$ cat config.mk
export PLATFORM = sky130hd
export DESIGN_NAME = controller_sequencer
export DESIGN_NICKNAME = d
export VERILOG_FILES = /design/src/rtl/controller_sequencer.sv
export SDC_FILE = /design/constraint.sdc
export NUM_CORES = 1
export LEC_CHECK = 0
export BUFFER_PORTS_ARGS = -buffer_cell sky130_fd_sc_hd__buf_2
export CORE_MARGIN = 2
export CORE_UTILIZATION = 25
export CTS_CLUSTER_SIZE = 28
export DETAILED_ROUTE_END_ITERATION = 8
export SLEW_MARGIN = 20
export SYNTH_ARGS = -nofsm -noshare
export SYNTH_HDL_FRONTEND = slang
export SYNTH_SLANG_ARGS = --single-unit
$ cat constraint.sdc
create_clock -name clk -period 2.5 [get_ports clk]
set_input_delay 0.5 -clock clk [delete_from_list [all_inputs] [get_ports clk]]
set_output_delay 0.5 -clock clk [all_outputs]
set_load 0.02 [all_outputs]
$ cat src/rtl/controller_sequencer.sv
// Next-state sequencer for the SAM CPU controller: 4-bit microcode ROM address,
// opcode dispatch, memory wait states, halt at instruction boundaries, timeout, retire count.
module controller_sequencer #(
  parameter int MAX_WAIT = 16,
  parameter int CNT_W    = 16,
  parameter int WAIT_W   = 8
) (
  input  logic             clk,
  input  logic             reset,
  input  logic [1:0]       opcode,
  input  logic             mem_ready,
  input  logic             halt_req,
  output logic [3:0]       state,
  output logic             mem_wait,
  output logic             instr_done,
  output logic             halted,
  output logic             bus_err,
  output logic [CNT_W-1:0] retired
);

  typedef enum logic [3:0] {
    S_RES = 4'd0,  S_IF0 = 4'd1,  S_IF1 = 4'd2,  S_IF2 = 4'd3,
    S_IF3 = 4'd4,  S_OD  = 4'd5,  S_LD0 = 4'd6,  S_LD1 = 4'd7,
    S_LD2 = 4'd8,  S_ST0 = 4'd9,  S_ST1 = 4'd10, S_AD0 = 4'd11,
    S_AD1 = 4'd12, S_AD2 = 4'd13, S_BR0 = 4'd14, S_BR1 = 4'd15
  } state_t;

  localparam logic [WAIT_W-1:0] L_MAX_WAIT = WAIT_W'(MAX_WAIT);

  state_t              r_state;
  state_t              w_next;
  logic [WAIT_W-1:0]   r_stall;
  logic                r_bus_err;
  logic                r_instr_done;
  logic [CNT_W-1:0]    r_retired;
  logic                w_is_wait;
  logic                w_is_term;
  logic                w_stall;
  logic                w_timeout;
  logic                w_retire;

  always_comb begin
    w_next    = r_state;
    w_is_wait = (r_state == S_IF1) || (r_state == S_LD1) ||
                (r_state == S_ST1) || (r_state == S_AD1);
    w_is_term = (r_state == S_LD2) || (r_state == S_ST1) ||
                (r_state == S_AD2) || (r_state == S_BR1);
    w_stall   = w_is_wait && !mem_ready;
    // A wait state may stall MAX_WAIT cycles; one more stall aborts to RES.
    w_timeout = w_stall && (MAX_WAIT != 0) && (r_stall == L_MAX_WAIT);
    w_retire  = 1'b0;

    case (r_state)
      S_RES: if (!halt_req && !r_bus_err) w_next = S_IF0;
      S_IF0: w_next = S_IF1;
      S_IF1: if (mem_ready) w_next = S_IF2;
      S_IF2: w_next = S_IF3;
      S_IF3: w_next = S_OD;
      S_OD: begin
        case (opcode)
          2'b00:   w_next = S_LD0;
          2'b01:   w_next = S_ST0;
          2'b10:   w_next = S_AD0;
          default: w_next = S_BR0;
        endcase
      end
      S_LD0: w_next = S_LD1;
      S_LD1: if (mem_ready) w_next = S_LD2;
      S_ST0: w_next = S_ST1;
      S_AD0: w_next = S_AD1;
      S_AD1: if (mem_ready) w_next = S_AD2;
      S_BR0: w_next = S_BR1;
      default: w_next = r_state;
    endcase

    // Terminal states: ST1 only leaves once its memory access completes.
    if (w_is_term && !w_stall) begin
      w_next   = halt_req ? S_RES : S_IF0;
      w_retire = 1'b1;
    end

    if (w_timeout) w_next = S_RES;
  end

  always_ff @(posedge clk) begin
    if (reset) begin
      r_state      <= S_RES;
      r_stall      <= '0;
      r_bus_err    <= 1'b0;
      r_instr_done <= 1'b0;
      r_retired    <= '0;
    end else begin
      r_state      <= w_next;
      r_stall      <= (w_stall && !w_timeout) ? r_stall + 1'b1 : '0;
      r_bus_err    <= r_bus_err | w_timeout;
      r_instr_done <= w_retire;
      r_retired    <= r_retired + CNT_W'(w_retire);
    end
  end

  assign state      = r_state;
  assign mem_wait   = w_stall;
  assign instr_done = r_instr_done;
  assign halted     = (r_state == S_RES);
  assign bus_err    = r_bus_err;
  assign retired    = r_retired;

endmodule
Yosys cells after proc, flatten, opt, wreduce, memory -nomap -nowiden
Index checks and enable logic that the tools add are counted.
- register bits: 30
- input port bits: 6
- output and inout bits: 24
- logic and storage cells: 62
- $add $sub $neg: 2
- equal/unequal tests: 22
- multiplexer cells: 9
- bitwise operators: 2
- reduce and logical (&&, ||, !) cells: 22
- operators with widths (kind ; number):
    case mux 4 bit (12 select lines) ; 1
    == test 4 bit, second input constant ; 8
    two-way mux 4 bit ; 5
    adder 16 x 1 -> 16 bit ; 1
    == test 4 x 3 -> 1 bit, second input constant ; 4
    nonzero test 13 bit ; 1
    case mux 4 bit (3 select lines) ; 1
    != test 3 x 2 -> 1 bit, second input constant ; 3
    adder 8 x 1 -> 8 bit, second input constant ; 1
    == test 4 x 2 -> 1 bit, second input constant ; 2
    == test 8 x 5 -> 1 bit, second input constant ; 1
    logical OR 1 bit ; 6
    logical AND 1 bit ; 5
    logical NOT 1 bit ; 5
    AND reduction 5 bit ; 1
    == test 4 x 1 -> 1 bit, second input constant ; 1
    logical NOT 4 bit ; 1
    OR reduction 2 bit ; 2
    != test 3 x 1 -> 1 bit, second input constant ; 1
    == test 2 x 1 -> 1 bit, second input constant ; 1
    == test 2 bit, second input constant ; 1
    logical NOT 2 bit ; 1
    two-way mux 1 bit ; 2
    NOT 1 bit ; 1
    OR 1 bit ; 1

Longest topological paths before layout
- word-level depth: 10
- gate-level depth with buffers: 9

Worst setup path before layout
OpenSTA, ideal clock, no wires.
- kind: register -> register
- start: register r_state[0] (netlist: state[0])
- end: register r_retired[15] (netlist: retired[15])
- arrival time: 2.308 ns
- required time: 2.429 ns
- path slack: 0.121 ns
- stages on the path, launching flop included: 10
- path buffers: 1
- path through: dfxtp_1 > buf_6 > or2_2 > o21ai_0 > and2_1 > ha_1 > nand3_1 > or2_2 > or4_1 > a21oi_1
- cells in the longest elaborated chain, start to end: 9
- elaborated cells between the ends (all ways): 18
- classes of those cells: 1 x add/sub; 7 x eq/ne; 1 x mux; 9 x reduce/logical
- RTL lines (what ; RTL line ; RTL):
    start: declaration ; 30 ; state_t r_state;
    start signal: assignment ; 93 ; r_state <= w_next;
    == test 4 x 2 -> 1 bit or == test 4 x 3 -> 1 bit (tied branches) ; 44 ; w_is_wait = (r_state == S_IF1) || (r_state == S_LD1) ||
    logical OR 1 bit (2 in series) ; 44 ;
    logical OR 1 bit ; 45 ; (r_state == S_ST1) || (r_state == S_AD1);
    logical AND 1 bit ; 48 ; w_stall = w_is_wait && !mem_ready;
    logical NOT 1 bit ; 77 ; if (w_is_term && !w_stall) begin
    logical AND 1 bit (*) ; 77 ;
    two-way mux 1 bit (*) ; 77 ;
    via w_retire ; 40 ; logic w_retire;
    adder 16 x 1 -> 16 bit (*) ; 97 ; r_retired <= r_retired + CNT_W'(w_retire);
    end signal: assignment ; 97 ;
    end: declaration ; 35 ; logic [CNT_W-1:0] r_retired;
The timed path passes the listed nets; every way through them passes the cells marked *.
A chain may end at the register's enable or synchronous reset.

Worst setup path after layout
Ends and elaborated chain as after synthesis.

==> metrics.md <==
| Metric | Value |
|---|---|
| Status | `finished, final reports clean` |
| Gr usage total | `0.0997` |
| Drt total wl | `3260 um` |
| Period utilisation layout | `0.910` |
| RSZ-0062 raised after global routing | `false` |
| Slew @ Worst Pin | `0.369 ns` |
| Crit Path Class | `reg2reg` |
| WP data arrival | `2.49 ns` |
| CTS max path bufs | `2` |
| Max cap viols | `0` |
| Top_reg_cell synth | `dfxtp_1` |
| Leakage | `0.788 nW` |
| Yosys warning count | `0` |
| DRT Pass-1 Iters | `4` |
| CTS tree | `done` |
| Peak Freq | `440 MHz` |
| Post-synth top cells | `30 x dfxtp_1, 26 x nor2_1, 13 x xor2_1, 12 x a21oi_1, 12 x nand3_1` |
| Reg2reg end | `retired[15]` |
| Area Overhead vs Synth | `21.8%` |
| Cell Count, Final, Fillers Out | `296` |
| Dominant cells by area after synthesis | `dfxtp_1 38%, xor2_1 7.2%, nor2_1 6.2%, ha_1 4.8%, a21oi_1 3.8%` |
| DPL Wire Length | `2380 um` |
| Share of post-route cells with drive strength above 1 | `0.222` |
| Min-delay worst type | `reg2reg` |
| Final Wtd Congestion | `0.746` |
| Layout net count | `232` |
| Initial antenna violation count | `0` |
| Reg clk slew, reported paths | `0.06 ns` |
| Total CTS buffers | `5` |
| Largest net degree at the start of global routing | `21` |
| Vias per cell | `4.64` |
| Mean Syn Cell Area | `8.48 um^2` |
| Post-synth cell types | `40` |
| Endpoints failing setup | `0` |
| Port Buffers | `29` |
| Power Density | `750 nW/um^2` |
| Min-delay src | `retired[15]` |
| Drt wl/cell | `11.0 um` |
| Core ar. | `6030 um^2` |
| Cell Area, Synth | `1580 um^2` |
| Post-synth ARST share | `0` |
| Post-Syn Instances | `186` |
| Chip Height | `83.4 um` |
| Fill count | `644` |
| Setup TNS | `0 ns` |
| Slew Viols, Final | `0` |
| Syn Nets | `198` |
| GRT overflow | `0` |
| Hold WS | `0.484 ns` |
| Reg2reg start | `state[0]` |
| # rows | `28` |
| Register area share after synthesis | `0.381` |
| R2r worst-path depth | `8` |
| Slew HR | `0.751` |
| Die Area | `6960 um^2` |
| Synth Register Bits | `30` |
| Post-Place Cells | `288` |
| Crit Path Max Fanout | `5` |
| Clock Sinks | `30` |
| Hold Path Depth | `2` |
| Hold EP | `retired[15]` |
| Maximum vdd ir drop | `0.242 mV` |
| Period minus WS final | `2.27 ns` |
| CP endpoint kind | `flop` |
| Hold bufs inserted after CTS | `0` |
| 1st-iter DRT viols | `58` |
| Reg2reg setup slack | `0.23 ns` |
| Clock root buffer | `clkbuf_8` |
| Clock latency on the worst-skew pair | `0.28 ns` |
| DRT antenna net count | `0` |
| Top-count cell post-synth | `dfxtp_1` |
| Die W | `83.4 um` |
| Cell taking the most area after synthesis | `dfxtp_1` |
| Global-route wire length before repair | `5620 um` |
| Post-synth EDFFs | `0` |
| Hold violation total from the final report | `0` |
| Clock Skew | `0.00580 ns` |
| Initial core utilization | `0.262` |
| Vias in the first global route | `1214` |
| CP Launch Type | `flop` |
| Detailed-route via count | `1373` |
| Post-CTS setup buffer count | `0` |
| Resized cells post-CTS | `0` |
| IO Pins | `30` |
| Worst EP required | `2.72 ns` |
| Diodes inserted | `0` |
| DRC violations left | `0` |
| H-tree Lvls | `2` |
| Share of the synthesized area in the top cell type | `0.381` |
final cells by class:
class                      instances  area [um^2]  share of cell area
sequential                        30          601               0.313
multi-input combinational        139          897               0.467
tap                               75         93.8              0.0488
timing repair buffer              35          190              0.0990
inverter                           9         33.8              0.0176
clock inverter                     1         30.0              0.0156
clock buffer                       7         76.3              0.0397
routing by layer:
metal,up-vias,track usage,share of wire
met5,-,0,0
met2,19,0.160,0.47
met1,626,0.118,0.47
met4,0,0.0572,0.026
met3,8,0.0298,0.039
li1,720,-,-
worst max-delay path by stage:
stage,start,end
floorplan,state[0],retired[15]
global placement,mem_ready,retired[15]
detailed placement,mem_ready,retired[15]
CTS,state[0],retired[15]
global route,state[0],retired[15]
finish,state[0],retired[15]
report_power, final:
part           switching (mW)  total [mW]  internal, mW
combinational           0.252       0.451         0.199
sequential             0.0128       0.514         0.502
clock                   0.179       0.476         0.298
total                   0.444        1.44         0.998
per-stage QoR:
step	cell area [um^2]	setup WS [ns]	util	total power, mW
after detailed placement	1820	0.136	0.301	0.978
after CTS	1920	0.204	0.319	1.46
after floorplan	1580	0.121	-	0.867
after global routing	1920	0.0313	0.319	1.54
final	1920	0.226	0.319	1.44
after global placement	1820	0.172	0.301	0.973
worst max-delay path: stages, from the launching register on:
cell	delay, ns
dfxtp_1	0.31
or2_2	0.29
o21ai_0	0.21
and2_1	0.18
ha_1	0.21
nand3_1	0.13
or2_2	0.34
or4_1	0.40
a21oi_1	0.14
kinds of logic (layout without fill, tap and decap cells):
group | after synthesis | count (layout) | share of synthesized area
buffers and inverters | 17 | 52 | 0.0507
adders and majority gates | 6 | 6 | 0.0476
AOI/OAI and AO/OA | 30 | 30 | 0.128
and+or+nand+nor | 86 | 86 | 0.299
DFF | 30 | 30 | 0.381
xor gates and xnor gates | 17 | 17 | 0.0944
flip-flops by register name, summed over array words and instances, names as in the netlist:
register / count
state: 4
bus_err: 1
retired: 16
r_stall: 8
instr_done: 1
cells in the final DEF, fill, tap and decap left out, drive strengths merged, types with 2 or more instances in the layout:
cell type / instances
buf: 35
or4: 2
nand3: 12
xnor2: 4
o31ai: 3
and3: 5
dfxtp: 30
or3b: 3
inv: 9
xor2: 13
or2: 4
a21o: 2
and2: 2
ha: 6
a21oi: 12
clkbuf: 7
a31oi: 2
nor4b: 2
nand2: 6
nor2b: 5
or3: 3
nand2b: 2
o21ai: 6
nor3: 3
nor2: 26
nand4: 5
and4: 2
Power figures use the tool's default switching activity.
